===== src/rtl/pos_bcd_encoder_pkg.sv =====
// Shared types and constants for the cursor position BCD encoder.
// State encoding, invalid-digit code and the double-dabble nibble adjust.
package pos_bcd_encoder_pkg;

    typedef enum logic [1:0] {
        ST_IDLE    = 2'd0,
        ST_SHIFT_X = 2'd1,
        ST_SHIFT_Y = 2'd2,
        ST_FINISH  = 2'd3
    } state_t;

    localparam int         BCD_SCRATCH_W = 16;
    localparam logic [3:0] DIGIT_INVALID = 4'hF;

    function automatic logic [3:0] add3(input logic [3:0] d);
        return (d >= 4'd5) ? d + 4'd3 : d;
    endfunction

endpackage


===== src/rtl/pos_bcd_encoder_dabble.sv =====
// One double-dabble iteration: add-3 on every nibble >= 5,
// then shift left by one with the next operand bit entering the LSB.
module dabble_step
    import pos_bcd_encoder_pkg::*;
(
    input  logic [BCD_SCRATCH_W-1:0] scratch_i,
    input  logic                     bit_i,
    output logic [BCD_SCRATCH_W-1:0] scratch_o
);

    logic [BCD_SCRATCH_W-1:0] adj;

    always_comb begin
        adj = scratch_i;
        for (int i = 0; i < BCD_SCRATCH_W / 4; i++) begin
            adj[4*i +: 4] = add3(scratch_i[4*i +: 4]);
        end
    end

    assign scratch_o = {adj[BCD_SCRATCH_W-2:0], bit_i};

endmodule


===== src/rtl/pos_bcd_encoder.sv =====
// Iterative binary-to-BCD encoder for the cursor cell position.
// One dabble datapath is time-shared: X first, then Y, then an atomic output update.
module pos_bcd_encoder
    import pos_bcd_encoder_pkg::*;
#(
    parameter int X_WIDTH = 10,
    parameter int Y_WIDTH = 7,
    parameter int X_MAX   = 999,
    parameter int Y_MAX   = 99
) (
    input  logic               clk,
    input  logic               reset,
    input  logic               start,
    input  logic [X_WIDTH-1:0] x_pos,
    input  logic [Y_WIDTH-1:0] y_pos,
    output logic               busy,
    output logic               done,
    output logic [3:0]         x_ones,
    output logic [3:0]         x_tens,
    output logic [3:0]         x_huns,
    output logic [3:0]         y_ones,
    output logic [3:0]         y_tens
);

    localparam int MAX_W = (X_WIDTH > Y_WIDTH) ? X_WIDTH : Y_WIDTH;
    localparam int CNT_W = $clog2(MAX_W + 1);

    localparam logic [X_WIDTH-1:0] X_MAX_V = X_WIDTH'(X_MAX);
    localparam logic [Y_WIDTH-1:0] Y_MAX_V = Y_WIDTH'(Y_MAX);

    state_t                   state_q;
    logic [CNT_W-1:0]         cnt_q;
    logic [X_WIDTH-1:0]       x_op_q;
    logic [Y_WIDTH-1:0]       y_op_q;
    logic                     x_oor_q;
    logic                     y_oor_q;
    logic [BCD_SCRATCH_W-1:0] scratch_q;
    logic [BCD_SCRATCH_W-1:0] scratch_d;
    logic [11:0]              x_stage_q;
    logic                     busy_q;
    logic                     done_q;
    logic [3:0]               x_ones_q;
    logic [3:0]               x_tens_q;
    logic [3:0]               x_huns_q;
    logic [3:0]               y_ones_q;
    logic [3:0]               y_tens_q;
    logic                     shift_bit;

    assign shift_bit = (state_q == ST_SHIFT_X) ? x_op_q[X_WIDTH-1]
                                               : y_op_q[Y_WIDTH-1];

    dabble_step u_dabble (
        .scratch_i (scratch_q),
        .bit_i     (shift_bit),
        .scratch_o (scratch_d)
    );

    always_ff @(posedge clk or posedge reset) begin
        if (reset) begin
            state_q   <= ST_IDLE;
            cnt_q     <= '0;
            x_op_q    <= '0;
            y_op_q    <= '0;
            x_oor_q   <= 1'b0;
            y_oor_q   <= 1'b0;
            scratch_q <= '0;
            x_stage_q <= '0;
            busy_q    <= 1'b0;
            done_q    <= 1'b0;
            x_ones_q  <= 4'd0;
            x_tens_q  <= 4'd0;
            x_huns_q  <= 4'd0;
            y_ones_q  <= 4'd0;
            y_tens_q  <= 4'd0;
        end else begin
            done_q <= 1'b0;
            unique case (state_q)
                ST_IDLE: begin
                    if (start) begin
                        x_op_q    <= x_pos;
                        y_op_q    <= y_pos;
                        x_oor_q   <= (x_pos > X_MAX_V);
                        y_oor_q   <= (y_pos > Y_MAX_V);
                        scratch_q <= '0;
                        cnt_q     <= CNT_W'(X_WIDTH);
                        busy_q    <= 1'b1;
                        state_q   <= ST_SHIFT_X;
                    end
                end
                ST_SHIFT_X: begin
                    x_op_q <= x_op_q << 1;
                    if (cnt_q == CNT_W'(1)) begin
                        x_stage_q <= scratch_d[11:0];
                        scratch_q <= '0;
                        cnt_q     <= CNT_W'(Y_WIDTH);
                        state_q   <= ST_SHIFT_Y;
                    end else begin
                        scratch_q <= scratch_d;
                        cnt_q     <= cnt_q - CNT_W'(1);
                    end
                end
                ST_SHIFT_Y: begin
                    y_op_q    <= y_op_q << 1;
                    scratch_q <= scratch_d;
                    cnt_q     <= cnt_q - CNT_W'(1);
                    if (cnt_q == CNT_W'(1)) begin
                        state_q <= ST_FINISH;
                    end
                end
                ST_FINISH: begin
                    // all five digits change on this one edge
                    x_huns_q <= x_oor_q ? DIGIT_INVALID : x_stage_q[11:8];
                    x_tens_q <= x_oor_q ? DIGIT_INVALID : x_stage_q[7:4];
                    x_ones_q <= x_oor_q ? DIGIT_INVALID : x_stage_q[3:0];
                    y_tens_q <= y_oor_q ? DIGIT_INVALID : scratch_q[7:4];
                    y_ones_q <= y_oor_q ? DIGIT_INVALID : scratch_q[3:0];
                    done_q   <= 1'b1;
                    busy_q   <= 1'b0;
                    state_q  <= ST_IDLE;
                end
                default: begin
                    state_q <= ST_IDLE;
                end
            endcase
        end
    end

    assign busy   = busy_q;
    assign done   = done_q;
    assign x_ones = x_ones_q;
    assign x_tens = x_tens_q;
    assign x_huns = x_huns_q;
    assign y_ones = y_ones_q;
    assign y_tens = y_tens_q;

endmodule

===== config.mk =====
export PLATFORM = sky130hd
export DESIGN_NAME = pos_bcd_encoder
export DESIGN_NICKNAME = d
export VERILOG_FILES = /design/src/rtl/pos_bcd_encoder_pkg.sv /design/src/rtl/pos_bcd_encoder_dabble.sv /design/src/rtl/pos_bcd_encoder.sv
export SDC_FILE = /design/constraint.sdc
export NUM_CORES = 1
export LEC_CHECK = 0
export CORE_AREA = 2 2 80 82
export DETAILED_ROUTE_END_ITERATION = 10
export DIE_AREA = 0 0 82 84
export PLACE_DENSITY = 0.82
export SYNTH_ARGS = -nofsm -noshare
export SYNTH_HDL_FRONTEND = slang
export SYNTH_SLANG_ARGS = --single-unit

===== constraint.sdc =====
create_clock -name clk -period 4.35 [get_ports clk]
set_input_delay 0.87 -clock clk [delete_from_list [all_inputs] [get_ports clk]]
set_output_delay 0.87 -clock clk [all_outputs]
set_load 0.02 [all_outputs]

==> impl_metrics.env <==
export IMPL_outcome="finished, final reports clean"
export IMPL_worst_slack_ns=1.93
export IMPL_boundaryPins=42
export IMPL_totalWireLength_um=6200
export IMPL_antenna_found_initial=0
export IMPL_synthCells=295
export IMPL_cts_setup_buffers=0
export IMPL_power_density_nw_per_um2=779
export IMPL_drtIter0Drc=123
export IMPL_drv_slew=0
export IMPL_firstDrtPassIters=4
export IMPL_leakagePower_uw=0.00169
export IMPL_grtUsageTotal=0.206
export IMPL_post_place_ws_ns=1.83
export IMPL_area_delta_synth_final_pct=22.3
export IMPL_avgSynthCellArea_um2=10.9
export IMPL_tightestPinTransition_ns=0.909
export IMPL_port_buffer_count=41
export IMPL_synth_top_area_frac=0.553
export IMPL_overflow=0
export IMPL_drv_cap=0
export IMPL_place_congestion=0.811
export IMPL_maxSlewHeadroom=0.394
export IMPL_h_tree_depth=3
export IMPL_route_detailed_wl_per_inst_um=14.8
export IMPL_yosys_warnings=0
export IMPL_n_antenna_cell=0
export IMPL_grt_max_degree=49
export IMPL_fp_coreArea_um2=6100
export IMPL_crit_type="register to register"
export IMPL_rsz0062_at_grt="false"
export IMPL_cts_root_buffer="clkbuf_8"
export IMPL_cts_buffer_depth=2
export IMPL_vias=2382
export IMPL_whs_ns=0.486
export IMPL_clk_latency_ns=0.35
export IMPL_grt_pass1_vias=2342
export IMPL_final_cell_mix="71 x dfrtp_1, 41 x clkdlybuf4s50_1, 32 x nand2_1"
export IMPL_die_area_um2=6890
export IMPL_cts_buffers=9
export IMPL_synth_ff_type="dfrtp_1"
export IMPL_post_cts_resized=0
export IMPL_start_util=0.527
export IMPL_ant_nets=0
export IMPL_row_count=29
export IMPL_ff2ff_path_depth=4
export IMPL_post_drt_via_cell_ratio=5.70
export IMPL_ys_seq_area_frac=0.553
export IMPL_drc=0
export IMPL_post_route_util=0.645
export IMPL_synth_cell_type_count=41
export IMPL_required_ns=4.59
export IMPL_setup_viol=0
export IMPL_cts_sinks=71
export IMPL_finalHoldViolations=0
export IMPL_synth_edf_count=0
export IMPL_skew_ns=0.00872
export IMPL_final_common_cell="dfrtp_1"
export IMPL_ff2ff_setup_slack_ns=1.93
export IMPL_synth_top_area_cell="dfrtp_1"
export IMPL_grt_pass1_wl_um=10800
export IMPL_whs_path_depth=2
export IMPL_dp_hpwl_um=4380
export IMPL_synth_seq_cells=71
export IMPL_tns_ns=0
export IMPL_synth_area_top_cells="dfrtp_1 55%, o22a_1 5.2%, ha_1 4.7%"
export IMPL_drive_above_1_share=0.0997
export IMPL_fmax_ghz=0.413
export IMPL_synthesis_nets=327
export IMPL_die_width_um=82
export IMPL_min_path_type="register to register"
export IMPL_syn_cell_area_um2=3210
export IMPL_fp_dieH_um=84
export IMPL_tritoncts="done"
export IMPL_cts_clk_slew_worst_paths_ns=0.08
export IMPL_cp_max_fo=25
export IMPL_ctsHoldBuffers=0
export IMPL_nets=368
export IMPL_end_kind="register"
export IMPL_min_period_over_period=0.557
export IMPL_period_minus_slack_ns=2.42
export IMPL_async_flop_share=1.00
export IMPL_ir_worst_vdd_uv=417
export IMPL_startpoint_type="register"
export IMPL_cp_arrival_ns=2.66
-- where the power goes --
group / switching, uW / leakage [uW] / internal (uW)
clock network: 244 / 0.000128 / 442
registers: 143 / 0.000895 / 906
logic: 746 / 0.000672 / 582
total: 1130 / 0.00169 / 1930
-- per-layer routing --
layer | vias to the layer above | wire length (um) | global-route usage
li1 | 1148 | - | -
met1 | 1170 | 2840 | 0.268
met2 | 55 | 3040 | 0.327
met3 | 9 | 240 | 0.0563
met4 | 0 | 78 | 0.0742
met5 | - | 0 | 0
-- worst paths after layout --
| check | from | end |
|---|---|---|
| worst max register to register | state_q[1] | x_stage_q[0] |
| min in group asynchronous | reset | y_ones[1] |
| worst min-delay path | x_op_q[3] | x_op_q[3] |
| worst min register to register | x_op_q[3] | x_op_q[3] |
| max in group asynchronous | reset | state_q[1] |
| worst max-delay path | state_q[1] | x_stage_q[0] |
-- sequential cells by signal, summed over array words and instances, names as in the netlist, 7 cells and up --
register   count
x_stage_q     12
x_op_q        10
scratch_q     12
y_op_q         7
-- Yosys cell counts (all sizes together), types with 2 or more instances --
library cell	n
o21a	3
nand2	34
a21oi	13
clkbuf	7
buf	5
o31ai	2
mux2i	11
xnor2	3
ha	12
o22a	20
dfrtp	71
nor3b	6
nand2b	8
o21ai	31
nor2	18
o32ai	2
o22ai	12
nand3	3
a22oi	4
inv	14
mux2	4
-- critical path: stages, from the launching register on --
cell     delay (ns)
dfrtp_1        0.40
inv_1          0.10
ha_1           0.71
nand2_1        0.65
mux2_2         0.45
-- layout make-up --
cell class | instances | area (um^2)
clock buffers | 11 | 131
clock inverters | 5 | 129
fillers | 488 | 2160
inverters | 14 | 52.6
multi-input cells | 198 | 1330
flip-flops and latches | 71 | 1780
well taps | 77 | 96.3
repair buffers | 42 | 418
-- cell families after synthesis --
family          synth area share
xor+xnor                 0.00818
buf+inv                   0.0339
compound gates             0.188
flops                      0.553
mux                       0.0483
fa+ha+maj                 0.0467
simple gates               0.122
-- metrics by stage --
step / cell area (um^2) / cells / total power [uW]
2_1_floorplan: 3210 / 295 / 1980
3_3_place_gp: 3670 / 402 / 2360
3_5_place_dp: 3670 / 402 / 2400
4_1_cts: 3930 / 418 / 3100
5_1_grt: 3930 / 418 / 3280
6_report: 3930 / 418 / 3060
Note: power is estimated with default switching activity, not from simulation.
